--- src/rtl/pool_window_feeder_if.sv ---
// Handshake bundle between the pixel source, the 2x2 window feeder and the pooling consumer.
interface pool_window_feeder_if #(
   parameter int data_width = 8
);
   logic [data_width-1:0]      in_data;
   logic                       in_valid;
   logic                       in_ready;
   logic [3:0][data_width-1:0] win_data;
   logic                       win_valid;
   logic                       win_ready;

   modport slave (
      input  in_data, in_valid, win_ready,
      output in_ready, win_data, win_valid
   );

   modport master (
      output in_data, in_valid, win_ready,
      input  in_ready, win_data, win_valid
   );
endinterface

--- src/rtl/pool_window_feeder.sv ---
// Converts a raster pixel stream into 2x2 stride-2 windows using one line buffer.
// Optional window counter output enabled by defining POOL_FEEDER_WINCNT_EN.
//
// state    | meaning
// ---------+-------------------------------------------------------------
// IDLE     | waiting for start, no pixels accepted
// EVEN_ROW | upper row of a row pair, pixels stored in the line buffer
// ODD_ROW  | lower row, windows assembled; drain_q waits for last window
// DONE     | one cycle, frame_done asserted
module pool_window_feeder #(
   parameter int data_width = 8,
   parameter int W          = 32,
   parameter int H          = 32
) (
   input  logic                 clk,
   input  logic                 nrst,
   input  logic                 start,
   pool_window_feeder_if.slave  bus,
`ifdef POOL_FEEDER_WINCNT_EN
   output logic [15:0]          win_count,
`endif
   output logic                 busy,
   output logic                 frame_done
);

   localparam int CW = $clog2(W);
   localparam int RW = $clog2(H);

   generate
      if ((W % 2) != 0 || W < 2 || (H % 2) != 0 || H < 2) begin : g_bad_dims
         $error("pool_window_feeder: W and H must be even and at least 2");
      end
   endgenerate

   typedef enum logic [1:0] {IDLE, EVEN_ROW, ODD_ROW, DONE} state_t;

   state_t                     state_q, state_d;
   logic [CW-1:0]              col_q, col_d;
   logic [RW-1:0]              row_q, row_d;
   logic                       drain_q, drain_d;
   logic [data_width-1:0]      held_q, held_d;
   logic [3:0][data_width-1:0] win_q, win_d;
   logic                       wv_q, wv_d;
   logic [data_width-1:0]      line_q [W];

   logic          in_ready_c;
   logic          accept;
   logic          xfer;
   logic          last_col;
   logic          last_row;
   logic [CW-1:0] col_even;

   // drain_q blocks further pixels once the final pixel of the frame is in
   assign in_ready_c = (state_q == EVEN_ROW || state_q == ODD_ROW) && !drain_q
                       && (!wv_q || bus.win_ready);
   assign accept     = bus.in_valid && in_ready_c;
   assign xfer       = wv_q && bus.win_ready;
   assign last_col   = (col_q == CW'(W - 1));
   assign last_row   = (row_q == RW'(H - 1));
   assign col_even   = col_q & ~CW'(1);

   always_ff @(posedge clk or negedge nrst) begin
      if (!nrst) begin
         state_q <= IDLE;
         col_q   <= '0;
         row_q   <= '0;
         drain_q <= 1'b0;
         held_q  <= '0;
         win_q   <= '0;
         wv_q    <= 1'b0;
      end else begin
         state_q <= state_d;
         col_q   <= col_d;
         row_q   <= row_d;
         drain_q <= drain_d;
         held_q  <= held_d;
         win_q   <= win_d;
         wv_q    <= wv_d;
      end
   end

   always_ff @(posedge clk) begin
      if (state_q == EVEN_ROW && accept) begin
         line_q[col_q] <= bus.in_data;
      end
   end

   always_comb begin
      state_d = state_q;
      col_d   = col_q;
      row_d   = row_q;
      drain_d = drain_q;
      held_d  = held_q;
      win_d   = win_q;
      wv_d    = wv_q;

      if (xfer) begin
         wv_d = 1'b0;
      end

      case (state_q)
         IDLE: begin
            if (start) begin
               state_d = EVEN_ROW;
               col_d   = '0;
               row_d   = '0;
               drain_d = 1'b0;
            end
         end
         EVEN_ROW: begin
            if (accept) begin
               col_d = last_col ? '0 : col_q + CW'(1);
               if (last_col) begin
                  row_d   = row_q + RW'(1);
                  state_d = ODD_ROW;
               end
            end
         end
         ODD_ROW: begin
            if (accept) begin
               if (!col_q[0]) begin
                  held_d = bus.in_data;
               end else begin
                  win_d[0] = line_q[col_even];
                  win_d[1] = line_q[col_q];
                  win_d[2] = held_q;
                  win_d[3] = bus.in_data;
                  wv_d     = 1'b1;
               end
               col_d = last_col ? '0 : col_q + CW'(1);
               if (last_col) begin
                  if (last_row) begin
                     drain_d = 1'b1;
                  end else begin
                     row_d   = row_q + RW'(1);
                     state_d = EVEN_ROW;
                  end
               end
            end
            if (drain_q && xfer) begin
               state_d = DONE;
            end
         end
         DONE: begin
            state_d = IDLE;
            drain_d = 1'b0;
         end
         default: state_d = IDLE;
      endcase
   end

`ifdef POOL_FEEDER_WINCNT_EN
   logic [15:0] wcnt_q;

   always_ff @(posedge clk or negedge nrst) begin
      if (!nrst) begin
         wcnt_q <= '0;
      end else if (state_q == IDLE && start) begin
         wcnt_q <= '0;
      end else if (xfer) begin
         wcnt_q <= wcnt_q + 16'd1;
      end
   end

   assign win_count = wcnt_q;
`endif

   assign bus.in_ready  = in_ready_c;
   assign bus.win_data  = win_q;
   assign bus.win_valid = wv_q;
   assign busy          = (state_q != IDLE);
   assign frame_done    = (state_q == DONE);

endmodule

--- src/flat_wrapper.sv ---
// flat-port wrapper written by rule: the top's interface ports become plain ports
module pool_window_feeder_flat 
#(
   parameter int data_width = 8,
   parameter int W          = 32,
   parameter int H          = 32
)
  (clk, nrst, start, busy, frame_done, bus_in_data, bus_in_valid, bus_win_ready, bus_in_ready, bus_win_data, bus_win_valid);
  pool_window_feeder_if #(.data_width(data_width)) bus_i ();
  input  logic clk;
  input  logic nrst;
  input  logic start;
  output logic busy;
  output logic frame_done;
  input wire logic [$bits(bus_i.in_data)-1:0] bus_in_data;
  input wire logic [$bits(bus_i.in_valid)-1:0] bus_in_valid;
  input wire logic [$bits(bus_i.win_ready)-1:0] bus_win_ready;
  output wire logic [$bits(bus_i.in_ready)-1:0] bus_in_ready;
  output wire logic [$bits(bus_i.win_data)-1:0] bus_win_data;
  output wire logic [$bits(bus_i.win_valid)-1:0] bus_win_valid;
  assign bus_i.in_data = bus_in_data;
  assign bus_i.in_valid = bus_in_valid;
  assign bus_i.win_ready = bus_win_ready;
  assign bus_in_ready = bus_i.in_ready;
  assign bus_win_data = bus_i.win_data;
  assign bus_win_valid = bus_i.win_valid;
  pool_window_feeder #(.data_width(data_width), .W(W), .H(H)) u_core (.clk(clk), .nrst(nrst), .start(start), .bus(bus_i), .busy(busy), .frame_done(frame_done));
endmodule
--- config.mk ---
export PLATFORM = sky130hd
export DESIGN_NAME = pool_window_feeder_flat
export DESIGN_NICKNAME = d
export VERILOG_FILES = /design/src/rtl/pool_window_feeder_if.sv /design/src/rtl/pool_window_feeder.sv /design/src/flat_wrapper.sv
export SDC_FILE = /design/constraint.sdc
export NUM_CORES = 1
export LEC_CHECK = 0
export CORE_MARGIN = 8
export CORE_UTILIZATION = 48
export CTS_CLUSTER_SIZE = 28
export DETAILED_ROUTE_END_ITERATION = 7
export GPL_TIMING_DRIVEN = 0
export PLACE_DENSITY = 0.66
export SLEW_MARGIN = 20
export SYNTH_ARGS = -nofsm -noshare
export SYNTH_HDL_FRONTEND = slang
export SYNTH_SLANG_ARGS = --single-unit
export TNS_END_PERCENT = 50
--- constraint.sdc ---
create_clock -name clk -period 2.3 [get_ports clk]
set_input_delay 0.23 -clock clk [delete_from_list [all_inputs] [get_ports clk]]
set_output_delay 0.23 -clock clk [all_outputs]
set_load 0.05 [all_outputs]
==> flow_summary_export.csv <==
group,metric,value,unit
outcome,status,"finished, violations left",
outcome,violations,"setup timing",
cts,path_clk_slew,0.06,ns
cts,cts_buffer_depth,3,
sta,finalCritPeriodShare,100,%
power,p_int,11.7,mW
sta,timing.fmax,434,MHz
synth,seq_area_frac_synth,73.4,%
routing,first_pass_iters,5,
layout,antennaDiodeCount,0,
layout,final_core_util,60.6,%
critical_path,path_class,"flip-flop to flip-flop",
critical_path,crit_cells,7,
routing,vias_per_cell,5.90,
cts,clkLatencyLatePin,0.55,ns
grt,use_met3,2.61,%
critical_path,critical-path-top-delay-family,"simple AND/OR/NAND/NOR gates",
sta,maxSlewHeadroom,48.3,%
critical_path,cpPeakStageDelay,0.41,ns
synth,synth_warnings,0,
layout,multi_input_area,3460,um2
power,seqPwrFrac,39.1,%
sta,fin_crit,2.30,ns
floorplan,die_h,176,um
grt,grt-ovfl-total,0,
grt,grt_pass1_vias,7389,
power,p_comb_share,31.7,%
critical_path,cp.required,2.52,ns
critical_path,rr_worst_depth,7,
critical_path,cp_num_buf_inv,2,
critical_path,endpoint_kind,"flip-flop",
floorplan,io_pins,49,
synth,synth_top_area_cell,"edfxtp_1",
routing,routed_wirelength,29600,um
cts,tritoncts,"yes",
hold_path,min_path_cells,1,
synth,synth.most_common_cell,"edfxtp_1",
synth,synth_cells,764,
place,port_buffers,48,
grt,busiest_layer,"met2",
power,powerDensity,1150,nW/um2
place,gp_congestion,0.825,
critical_path,crit_path_cell_trace,"inv_2 -> ha_4 -> nand2b_4 -> nor3b_4 -> buf_6 -> nand3_4 -> nor2_4",
layout,n_fill_cell,1792,
grt,grt_max_degree,55,
synth,syn_area,12300,um2
cts,numCtsBuffers,31,
sta,clock_skew,0.0143,ns
grt,grt_util_met2,32.5,%
power,switchingPower,5.75,mW
critical_path,crit_fanout,8,
routing,wire_per_inst,23.9,um
synth,async_flop_share,17.4,%
floorplan,core,25200,um2
power,p_clk_share,29.3,%
cts,cts.sinks,310,
power,total_leakage_power,5.14,nW
grt,grt_use_total,18.8,%
place,post-dp-hpwl,18300,um
sta,tightest_slew,0.775,ns
sta,timing.setup.tns,-0.00170,ns
routing,vias,7319,
synth,synthTopCellsByArea,"edfxtp_1 (62%), dfrtp_1 (11%), mux2i_1 (9.1%)",
power,total_power,17.5,mW
grt,grtUsageMet1,24.3,%
layout,post-route-cell-area,15300,um2
sta,maxSlewViolCount,0,
synth,syn_area_per_cell,16.1,um2
routing,antenna_left,0,
floorplan,start_util,48.9,%
synth,synth_top_area_share,62.5,%
layout,regArea,9040,um2
critical_path,startpoint_type,"flip-flop",
hold_path,hold_path_class,"primary input to flip-flop",
routing,drt-initial-drc-count,615,
routing,drc_errors,0,
grt,grt_pass1_wl,44400,um
sta,setup_ws,-0.00170,ns
sta,rsz0062_at_grt,"true",
floorplan,die_w,176,um
power,peakVddDrop,1.10,mV
power,switching_share,32.9,%
grt,antenna_found_initial,1,
layout,synthToLayoutAreaGrowth,24.0,%
synth,syn_nets,789,
cts,htreeDepth,1,
synth,synth_edf_count,256,
critical_path,cp_slowest_cell,"dfrtp_1",
sta,finalHoldViolations,0,
layout,finalNetCount,911,
synth,yosys_register_bits,310,
synth,synth.distinct_cells,51,
critical_path,worstPathArrival,2.52,ns
layout,drive_gt1_share,24.1,%
synth,ys_top_cells_by_count,"edfxtp_1 (256), mux2i_1 (112), dfrtp_1 (54), nor2_1 (49), nand2_1 (41)",
sta,setup_viol,1,
place,place_area,13200,um2
floorplan,rows,58,
floorplan,die_area,31000,um2
synth,synth-main-ff-cell,"edfxtp_1",
flow_run,maxCapViolations,0,
cts,cts_root_buffer,"clkbuf_16",
==> sequential cells by signal, summed over array words and instances (netlist names) <==
signal                flops
u_core.state_q            2
u_core.row_q              5
u_core.bus.win_valid      1
u_core.drain_q            1
u_core.line_q           256
u_core.held_q             8
u_core.bus.win_data      32
u_core.col_q              5
==> power groups by stage <==
stage               combinational (mW)  sequential (mW)  clock (mW)
floorplan                         2.41             7.77           0
global placement                  4.73             6.89           0
detailed placement                4.85             6.92           0
CTS                               5.25             6.81        5.17
global route                      5.85             6.88        5.39
finish                            5.53             6.83        5.12
==> cells by family after synthesis <==
| kind of cell | Yosys count | share of synthesized area, % |
|---|---|---|
| simple gates | 147 | 5.90 |
| compound gates | 112 | 6.26 |
| buf+inv | 47 | 1.87 |
| mux | 136 | 11.3 |
| fa+ha+maj | 12 | 1.22 |
| flops | 310 | 73.4 |
==> per-stage QoR <==
stage          cells  worst slack, ns  hold slack [ns]
3_5_place_dp    1142           -0.721            0.347
6_report        1240         -0.00170            0.255
2_1_floorplan    764           0.0472          -0.0656
4_1_cts         1221          -0.0671            0.246
5_1_grt         1240          -0.0705            0.267
3_3_place_gp    1142           -0.784            0.467
==> final timing paths <==
kind,startpoint,to,slack [ns]
max,u_core.state_q[0],u_core.line_q[21][0],-0.002
min,bus_in_data[5],u_core.line_q[8][5],0.26
max reg2reg,u_core.state_q[0],u_core.line_q[21][0],-0.002
min reg2reg,u_core.bus.win_data[14],u_core.bus.win_data[14],0.48
max in group asynchronous,nrst,u_core.col_q[2],1.49
min in group asynchronous,nrst,u_core.bus.win_data[16],0.30
==> layout make-up <==
| cell class | instances | area share (%) |
|---|---|---|
| clock buffer | 44 | 5.60 |
| buffer | 41 | 1.96 |
| timing repair buffer | 89 | 6.47 |
| multi-input combinational | 407 | 22.7 |
| clock inverter | 13 | 1.23 |
| sequential | 310 | 59.2 |
| tap | 330 | 2.71 |
| inverter | 6 | 0.148 |
==> layout by cell type (no fill, tap or decap), types with 6 or more instances in the layout <==
| master | synthesis | routed |
|---|---|---|
| o21ai_0 | 29 | 29 |
| nand3_1 | 16 | 11 |
| nand2b_1 | 6 | 6 |
| o22a_1 | 8 | 8 |
| nor2_1 | 49 | 16 |
| edfxtp_1 | 256 | 256 |
| buf_4 | 5 | 25 |
| mux2_2 | 23 | 23 |
| buf_6 | 1 | 10 |
| clkbuf_16 | 0 | 31 |
| clkdlybuf4s50_1 | 0 | 37 |
| dfrtp_1 | 54 | 52 |
| a22oi_1 | 6 | 6 |
| buf_12 | 0 | 19 |
| o221ai_1 | 11 | 11 |
| mux2i_1 | 112 | 111 |
| nand2_1 | 41 | 40 |
| clkbuf_1 | 11 | 14 |
| clkbuf_2 | 1 | 7 |
| ha_1 | 12 | 6 |
| buf_2 | 21 | 19 |
| o22ai_1 | 33 | 33 |
| nor2_4 | 0 | 32 |
==> worst register-to-register path, stage by stage (launching register included) <==
cell      delay, ns
dfrtp_1        0.41
inv_2          0.09
ha_4           0.29
nand2b_4       0.09
nor3b_4        0.30
buf_6          0.18
nand3_4        0.23
nor2_4         0.37
==> what timing repair did <==
action / in CTS / in global routing
pin swaps: 16 / 25
hold buffers: 1 / 0
cloned: 0 / 1
endpoints found under the hold margin: 54 / 0
buffers inserted: 21 / 18
setup endpoints to repair: 298 / 228
resized for setup: 101 / 45
==> layer usage <==
layer | vias to the layer above | part of all wire (%)
met4 | 0 | 3.1
met2 | 288 | 50
li1 | 3214 | -
met5 | - | 0
met3 | 76 | 6.2
met1 | 3741 | 41
Note: power is estimated with default switching activity, not from simulation.
